<file path="src/rtl/collision_scheduler.sv">
// Frame-rate frog-vs-car collision scanner: snapshots positions on a frame tick,
// runs one shared AABB comparator over all cars (one per clock), then publishes the hit mask.
module collision_scheduler #(
    parameter int TILE_SIZE = 32,
    parameter int NUM_CARS  = 8,
    parameter int LANE0_Y   = 96,
    parameter int LANE1_Y   = 160,
    parameter int LANE2_Y   = 224,
    parameter int LANE3_Y   = 288
) (
    input  logic                     i_Clk,
    input  logic                     i_Rst_N,
    input  logic                     i_Enable,
    input  logic                     i_Frame_Start,
    input  logic [9:0]               i_Frog_X,
    input  logic [8:0]               i_Frog_Y,
    input  logic [10*NUM_CARS-1:0]   i_Car_X,
    output logic                     o_Busy,
    output logic                     o_Done,
    output logic                     o_Has_Collided,
    output logic [NUM_CARS-1:0]      o_Hit_Mask,
    output logic                     o_Missed_Tick,
    output logic [1:0]               o_Dbg_State
);

    localparam int IDX_W = (NUM_CARS > 1) ? $clog2(NUM_CARS) : 1;
    localparam logic [IDX_W-1:0] LAST_IDX = IDX_W'(NUM_CARS - 1);
    localparam logic [10:0] TILE_W = 11'(TILE_SIZE);

    typedef enum logic [1:0] {
        S_IDLE   = 2'd0,
        S_SCAN   = 2'd1,
        S_REPORT = 2'd2
    } state_t;

    state_t                  r_State, w_State_Next;
    logic [9:0]              r_Frog_X, w_Frog_X_Next;
    logic [8:0]              r_Frog_Y, w_Frog_Y_Next;
    logic [10*NUM_CARS-1:0]  r_Car_Snap, w_Car_Snap_Next;
    logic [IDX_W-1:0]        r_Idx, w_Idx_Next;
    logic [NUM_CARS-1:0]     r_Work_Mask, w_Work_Mask_Next;
    logic                    r_Busy, w_Busy_Next;
    logic                    r_Done, w_Done_Next;
    logic                    r_Has_Collided, w_Has_Collided_Next;
    logic [NUM_CARS-1:0]     r_Hit_Mask, w_Hit_Mask_Next;
    logic                    r_Missed_Tick, w_Missed_Tick_Next;

    // Shared comparator: car r_Idx from the snapshot against the snapshotted frog.
    // Everything is widened to 11 bits so X up to 1023 + TILE_SIZE cannot wrap.
    logic [9:0]  w_Car_X_Sel;
    logic [1:0]  w_Lane;
    logic [10:0] w_Lane_Y;
    logic [10:0] w_Frog_X_W;
    logic [10:0] w_Frog_Y_W;
    logic [10:0] w_Car_X_W;
    logic        w_Hit_X;
    logic        w_Hit_Y;
    logic        w_Hit;

    assign w_Car_X_Sel = r_Car_Snap[r_Idx*10 +: 10];
    assign w_Lane      = 2'(32'(r_Idx) % 32'd4);
    assign w_Frog_X_W  = {1'b0, r_Frog_X};
    assign w_Frog_Y_W  = {2'b00, r_Frog_Y};
    assign w_Car_X_W   = {1'b0, w_Car_X_Sel};

    always_comb begin
        w_Lane_Y = 11'(LANE0_Y);
        case (w_Lane)
            2'd0:    w_Lane_Y = 11'(LANE0_Y);
            2'd1:    w_Lane_Y = 11'(LANE1_Y);
            2'd2:    w_Lane_Y = 11'(LANE2_Y);
            default: w_Lane_Y = 11'(LANE3_Y);
        endcase
    end

    assign w_Hit_X = (w_Frog_X_W + TILE_W > w_Car_X_W) && (w_Frog_X_W < w_Car_X_W + TILE_W);
    assign w_Hit_Y = (w_Frog_Y_W + TILE_W > w_Lane_Y)  && (w_Frog_Y_W < w_Lane_Y + TILE_W);
    assign w_Hit   = w_Hit_X && w_Hit_Y;

    // Protocol: i_Frame_Start is a single-cycle tick accepted only in IDLE with i_Enable=1;
    // o_Done pulses once when o_Hit_Mask/o_Has_Collided update, ticks while busy raise o_Missed_Tick.
    always_comb begin
        w_State_Next        = r_State;
        w_Frog_X_Next       = r_Frog_X;
        w_Frog_Y_Next       = r_Frog_Y;
        w_Car_Snap_Next     = r_Car_Snap;
        w_Idx_Next          = r_Idx;
        w_Work_Mask_Next    = r_Work_Mask;
        w_Busy_Next         = r_Busy;
        w_Done_Next         = 1'b0;
        w_Has_Collided_Next = r_Has_Collided;
        w_Hit_Mask_Next     = r_Hit_Mask;
        w_Missed_Tick_Next  = i_Frame_Start && (r_State != S_IDLE);

        case (r_State)
            S_IDLE: begin
                if (i_Frame_Start && i_Enable) begin
                    w_Frog_X_Next    = i_Frog_X;
                    w_Frog_Y_Next    = i_Frog_Y;
                    w_Car_Snap_Next  = i_Car_X;
                    w_Work_Mask_Next = '0;
                    w_Idx_Next       = '0;
                    w_Busy_Next      = 1'b1;
                    w_State_Next     = S_SCAN;
                end
            end
            S_SCAN: begin
                if (!i_Enable) begin
                    // Abort: stale results would be misleading, so they are cleared too.
                    w_Busy_Next         = 1'b0;
                    w_Has_Collided_Next = 1'b0;
                    w_Hit_Mask_Next     = '0;
                    w_State_Next        = S_IDLE;
                end else begin
                    w_Work_Mask_Next[r_Idx] = w_Hit;
                    w_Idx_Next              = r_Idx + 1'b1;
                    if (r_Idx == LAST_IDX) begin
                        w_State_Next = S_REPORT;
                    end
                end
            end
            S_REPORT: begin
                w_Hit_Mask_Next     = r_Work_Mask;
                w_Has_Collided_Next = |r_Work_Mask;
                w_Done_Next         = 1'b1;
                w_Busy_Next         = 1'b0;
                w_State_Next        = S_IDLE;
            end
            default: begin
                w_Busy_Next  = 1'b0;
                w_State_Next = S_IDLE;
            end
        endcase
    end

    always_ff @(posedge i_Clk or negedge i_Rst_N) begin
        if (!i_Rst_N) begin
            r_State        <= S_IDLE;
            r_Frog_X       <= '0;
            r_Frog_Y       <= '0;
            r_Car_Snap     <= '0;
            r_Idx          <= '0;
            r_Work_Mask    <= '0;
            r_Busy         <= 1'b0;
            r_Done         <= 1'b0;
            r_Has_Collided <= 1'b0;
            r_Hit_Mask     <= '0;
            r_Missed_Tick  <= 1'b0;
        end else begin
            r_State        <= w_State_Next;
            r_Frog_X       <= w_Frog_X_Next;
            r_Frog_Y       <= w_Frog_Y_Next;
            r_Car_Snap     <= w_Car_Snap_Next;
            r_Idx          <= w_Idx_Next;
            r_Work_Mask    <= w_Work_Mask_Next;
            r_Busy         <= w_Busy_Next;
            r_Done         <= w_Done_Next;
            r_Has_Collided <= w_Has_Collided_Next;
            r_Hit_Mask     <= w_Hit_Mask_Next;
            r_Missed_Tick  <= w_Missed_Tick_Next;
        end
    end

    assign o_Busy         = r_Busy;
    assign o_Done         = r_Done;
    assign o_Has_Collided = r_Has_Collided;
    assign o_Hit_Mask     = r_Hit_Mask;
    assign o_Missed_Tick  = r_Missed_Tick;
    assign o_Dbg_State    = r_State;

endmodule
</file>
<file path="config.mk">
export PLATFORM = sky130hd
export DESIGN_NAME = collision_scheduler
export DESIGN_NICKNAME = d
export VERILOG_FILES = /design/src/rtl/collision_scheduler.sv
export SDC_FILE = /design/constraint.sdc
export NUM_CORES = 1
export LEC_CHECK = 0
export CORE_MARGIN = 10
export CORE_UTILIZATION = 52
export DETAILED_ROUTE_END_ITERATION = 12
export GPL_TIMING_DRIVEN = 0
export PLACE_DENSITY = 0.85
export REMOVE_ABC_BUFFERS = 1
export SLEW_MARGIN = 20
export SYNTH_ARGS = -nofsm -noshare
export SYNTH_HDL_FRONTEND = slang
export SYNTH_SLANG_ARGS = --single-unit
</file>
<file path="constraint.sdc">
create_clock -name i_Clk -period 3.9 [get_ports i_Clk]
set_input_delay 0.39 -clock i_Clk [delete_from_list [all_inputs] [get_ports i_Clk]]
set_output_delay 0.39 -clock i_Clk [all_outputs]
set_load 0.01 [all_outputs]
</file>
# [Word level (Yosys, flattened, before mapping)]
# Index checks and enable logic that the tools add are counted.
[op_classes] add_sub_neg=5 mul=1 magnitude_cmp=6 eq_ne=9 n_shift=1 n_mux=21 n_reduce_logical=17
[ops] op="variable part select 80 x 8 -> 10 bit" count=1
[ops] op="one-hot mux 8 bit (2 select lines)" count=2
[ops] op="one-hot mux 9 bit (3 select lines)" count=1
[ops] op="2-to-1 mux 8 bit" count=3
[ops] op="adder 10 x 6 -> 11 bit (second input constant)" count=2
[ops] op="adder 11 x 6 -> 11 bit (second input constant)" count=1
[ops] op="greater-than comparator 10 x 11 -> 1 bit" count=1
[ops] op="greater-than comparator 11 x 10 -> 1 bit" count=1
[ops] op="< comparator 10 x 11 -> 1 bit" count=1
[ops] op="< comparator 9 x 11 -> 1 bit" count=1
[ops] op="adder 9 x 6 -> 10 bit (second input constant)" count=1
[ops] op="bitwise mux 8 bit" count=1
[ops] op="AND reduction 2 bit" count=4
[ops] op="OR reduction 8 bit" count=1
[ops] op="logical AND 1 bit" count=6
[ops] op="multiplier 3 x 3 -> 6 bit (second input constant)" count=1
[ops] op="2-to-1 mux 2 bit" count=3
[ops] op="2-to-1 mux 3 bit" count=2
[ops] op="inequality test 2 bit (second input constant)" count=3
[ops] op="one-hot mux 3 bit (2 select lines)" count=1
[ops] op="nonzero test 2 bit" count=3
[ops] op="== test 2 x 1 -> 1 bit (second input constant)" count=2
[ops] op="== test 2 bit (second input constant)" count=2
[ops] op="logical NOT 2 bit" count=2
[ops] op="other kinds (10)" count=14
[totals] reg_bits=124 in_bits=103 out_inout_bits=14 word_cells=71

# [Logic depth before layout (Yosys ltp)]
[depth] ltp_word=9 mapped_depth=12 depth_no_buf=11

# [Least setup slack after synthesis]
# Ideal clock, no wire load.
[synth_path] kind="register to register" from="register r_Idx[0]" to="register r_Work_Mask[0]" setup_ns=0.096 arrival_ns=2.696 required_time_ns=3.804 setup_slack_ns=1.108 path_stages_with_launch=13 n_path_buf=1 synth_period_minus_slack_ns=2.792 cell_sequence="dfrtp_1 -> buf_6 -> mux4_2 -> mux2i_4 -> inv_2 -> ha_1 -> inv_1 -> ha_1 -> a21oi_1 -> o21ai_0 -> o2111ai_1 -> a32oi_4 -> o31ai_1"
[synth_via] elab_chain_len=9 elab_cells_between_ends=23 cone_classes="add/sub (2); mul (1); order compare (6); eq/ne (2); shift (1); mux (6); reduce/logical (5)"
[synth_lines] item="start, declared" line="40" rtl="logic [IDX_W-1:0] r_Idx, w_Idx_Next;"
[synth_lines] item="start signal, assigned" line="154" rtl="r_Idx <= w_Idx_Next;"
[synth_lines] item="multiplier 3 x 3 -> 6 bit (tied with other cells)" line="60" rtl="assign w_Car_X_Sel = r_Car_Snap[r_Idx*10 +: 10];"
[synth_lines] item="variable part select 80 x 8 -> 10 bit / one-hot mux 9 bit (3 select lines) (equally long branches)" line="60, 68"
[synth_lines] item="adder 10 x 6 -> 11 bit / adder 11 x 6 -> 11 bit (equally long branches)" line="76, 77"
[synth_lines] item="< comparator 10 x 11 -> 1 bit / < comparator 9 x 11 -> 1 bit (equally long branches)" line="76, 77"
[synth_lines] item="logical AND 1 bit, on equally long branches" line="76, 77"
[synth_lines] item="logical AND 1 bit" line="78" rtl="assign w_Hit = w_Hit_X && w_Hit_Y;"
[synth_lines] item="bitwise mux 8 bit *" line="115" rtl="w_Work_Mask_Next[r_Idx] = w_Hit;"
[synth_lines] item="2-to-1 mux 8 bit *" line="108" rtl="if (!i_Enable) begin"
[synth_lines] item="one-hot mux 8 bit (2 select lines) *" line="95" rtl="case (r_State)"
[synth_lines] item="end signal, assigned" line="155" rtl="r_Work_Mask <= w_Work_Mask_Next;"
[synth_lines] item="end, declared" line="41" rtl="logic [NUM_CARS-1:0] r_Work_Mask, w_Work_Mask_Next;"
# Mark *: on every way between the ends. The rest lies on a longest branch, timed or not. The select of a mux whose other input is x is not followed.
# A chain may end at the register's enable or synchronous reset.

# [Worst setup path after layout]
[layout_path] from="register r_Idx[2]" to="register r_Work_Mask[0]"
[layout_via] elab_chain_len=9 elab_cells_between_ends=15 cone_classes="add/sub (1); mul (1); order compare (4); shift (1); mux (5); reduce/logical (3)"
[layout_lines] item="multiplier 3 x 3 -> 6 bit" line="60"
[layout_lines] item="variable part select 80 x 8 -> 10 bit" line="60"
[layout_lines] item="adder 10 x 6 -> 11 bit" line="76" rtl="assign w_Hit_X = (w_Frog_X_W + TILE_W > w_Car_X_W) && (w_Frog_X_W < w_Car_X_W + TILE_W);"
[layout_lines] item="< comparator 10 x 11 -> 1 bit" line="76"
[layout_lines] item="logical AND 1 bit" line="76"
[layout_lines] item="logical AND 1 bit" line="78"
[layout_lines] item="bitwise mux 8 bit *" line="115"
[layout_lines] item="2-to-1 mux 8 bit *" line="108"
[layout_lines] item="one-hot mux 8 bit (2 select lines) *" line="95"
# Marked as above.

==> results.md <==
* Post-route ant nets at 0
* Part of the power in the clock network at 36.0%
* Synth top area cells: dfrtp_1 50%, nand2_1 19%, mux4_2 5.8%
* Crit path capture type: flip-flop
* Synthesized area at 6170 sq um
* Synth Instances at 673
* Comb power frac at 25.7%
* Core area at 11500 sq um
* Pre-antenna DRT Iters at 5
* Critical path type: reg -> reg
* IO buf count at 116
* Worst Clk Skew at 0.0121 ns
* Num CTS Buffers at 17
* # Max-Cap Violations at 0
* Num Clock Sinks at 124
* P_sw at approximately 1300 uW
* I/O Pins at 117
* Layout cells sized above 1 at 8.20%
* Synth warn at 0
* Worst vdd ir at approximately 0.25 mV
* CTS Buffer Depth at 2
* Average wire per standard cell at roughly 17 um
* Least-Margin Pin Slew at 0.816 ns
* Max-slew headroom at 45.6%
* Distinct cells, synth at 46
* Number of synthesized flops with an enable pin at 0
* Worst-path maximum fanout at 16
* Crit share post-route at between 90% and 100%
* HP Class: reg -> reg
* Dominant synthesized flop cell: dfrtp_1
* Die Y at 129 um
* Synth Register Bits at roughly 120
* LEAKAGE at 0.00392 uW
* RePlAce Congestion at 0.837
* Final setup viols at 0
* Resized cells post-CTS at 0
* Startpoint types: flip-flop
* Rows at 39
* Total track usage at 18.7%
* Grt total ovfl at 0
* Sequential Power Share at 38.3%
* Required time of the critical path at between 4 and 5 ns
* Sum Neg Setup Slack at 0 ns
* Status: complete, no violations
* Die Wd at 129 um
* Via density at around 5.5
* Dpl hpwl at about 11000 um
* Commonest non-fill, non-tap cell in the layout: nand2_1
* Worst-skew pair later-pin latency at about 0.4 ns
* First-pass GRT wire length at 25300 um
* Layout Nets at ~910
* Vias in the first global route at 5409
* Post-synth top area share at 50.3%
* Post-route minimum period at around 3.6 ns
* CTS HTree Levels at 4
* Register area share after synthesis at 50.3%
* Die ar. at 16600 sq um
* PD cells at 536 nW/um^2
* Slew Viols, Final at 0
* Ant. Diodes at 0
* Fin cells at 936
* Pint at ~3000 uW
* Routed WL at 15500 um
* CTS tree: yes
* Most frequent cells in the layout: 307 x nand2_1, 122 x dfrtp_1, 115 x clkdlybuf4s50_1
* Via Count at roughly 5200
* Worst-path clk slew at ~0.060 ns
* Number of DRC markers in iteration 0 at 292
* Root Buffer: clkbuf_16
* Initial Utilization at 53.5%
* # DRC at 0
* CP Data Arrival Time at 3.92 ns
* Synthesized area per cell at approximately 9 sq um
* Largest net degree at the start of global routing at 71
* Sw Share at ~30%
* Antenna violations before repair at 0
* Area growth syn-to-layout at 30.6%
* Total power at around 4300 uW
* Async set-or-reset flop fraction in the synthesized netlist at 100%
* DP Cell Count at 903
* Largest area contributor in the netlist: dfrtp_1
* Max Clk Rate at 276 MHz
* Count of final hold-check violations at 0
* RSZ-0062 raised after global routing: false
synthesized netlist by cell type, drive strengths merged (4+ instances only):
library cell	number
xnor2	6
o21ai	8
nor2	19
xor2	4
inv	15
mux4	16
o22ai	8
dfrtp	124
nor3	7
buf	6
ha	26
nand2	308
o31ai	9
nand3	20
clkbuf	26
mux2i	8
a21o	4
a21oi	20
area by class of cell:
cell class | count | area, sq um
repair buffers | 120 | 1250
clock inverters | 10 | 115
multi-input cells | 502 | 2880
clock buffers | 22 | 474
well taps | 143 | 179
flip-flops and latches | 124 | 3110
inverters | 15 | 56.3
fillers | 859 | 3460
state kept, by name, indices dropped and copies added (netlist names):
| register | count |
|---|---|
| r_Work_Mask | 8 |
| o_Dbg_State | 2 |
| r_Idx | 3 |
| o_Hit_Mask | 8 |
| r_Frog_X | 10 |
| o_Done | 1 |
| o_Has_Collided | 1 |
| o_Missed_Tick | 1 |
| r_Car_Snap | 80 |
| r_Frog_Y | 9 |
| o_Busy | 1 |
power groups by stage:
stage	Sequential [uW]	Clock, uW	Combinational, uW
finish	1650	1550	1110
global route	1680	1630	1250
CTS	1650	1570	1120
detailed placement	1670	0	1090
global placement	1660	0	1040
floorplan	1610	0	767
per-layer routing:
metal	vias up	part of all wire (%)	GRT usage [%]	wire, um
met4	0	2.0	6.29	312
met5	-	0	0	0
li1	2447	-	-	-
met1	2483	40	21.6	6210
met3	27	6.6	5.42	1020
met2	203	51	32.6	7960
logic make-up (layout without fill, tap and decap cells):
family / Yosys count / in the layout / synth area share, %
multiplexers: 27 / 27 / 8.30
flip-flops: 124 / 124 / 50.3
AO/OA/AOI/OAI: 68 / 68 / 7.49
AND/OR/NAND/NOR: 371 / 371 / 24.0
adder cells (fa/ha/maj): 26 / 26 / 5.28
buffers and inverters: 47 / 167 / 3.17
XOR/XNOR: 10 / 10 / 1.42
metrics by stage:
| step | worst slack, ns | area (sq um) | util [%] | hold WS [ns] |
|---|---|---|---|---|
| 2_1_floorplan | 0.567 | 6030 | - | 0.0944 |
| 3_3_place_gp | -2.04 | 7370 | 64.0 | 0.453 |
| 3_5_place_dp | 0.414 | 7460 | 64.7 | 0.386 |
| 4_1_cts | 0.333 | 8060 | 69.9 | 0.475 |
| 5_1_grt | 0.0935 | 8060 | 69.9 | 0.484 |
| 6_report | 0.274 | 8060 | 69.9 | 0.472 |
timing repair:
action,in CTS,in global routing
buffers inserted,0,0
hold endpoints to repair,54,0
hold buffers,1,0
critical path, cell delays in order, from the launching register on:
cell and delay (ns):
dfrtp_1 0.81, inv_2 0.36, nor2_1 0.30, a221oi_1 0.16
nor2_1 0.13, a21oi_1 0.07, ha_1 0.33, nand3b_1 0.10
a21o_1 0.17, a211oi_1 0.39, o211ai_1 0.33, o31ai_1 0.36
worst paths after layout:
| check | from | endpoint | slack [ns] | cells after the start |
|---|---|---|---|---|
| max | r_Idx[2] | r_Work_Mask[0] | 0.27 | 11 |
| max reg2reg | r_Idx[2] | r_Work_Mask[0] | 0.27 | 11 |
| min in group asynchronous | i_Rst_N | o_Busy | 0.50 | 2 |
| min | r_Car_Snap[54] | r_Car_Snap[54] | 0.47 | 2 |
| max in group asynchronous | i_Rst_N | r_Car_Snap[15] | 2.67 | 3 |
| min reg2reg | r_Car_Snap[54] | r_Car_Snap[54] | 0.47 | 2 |
(Power assumes the default switching activity.)
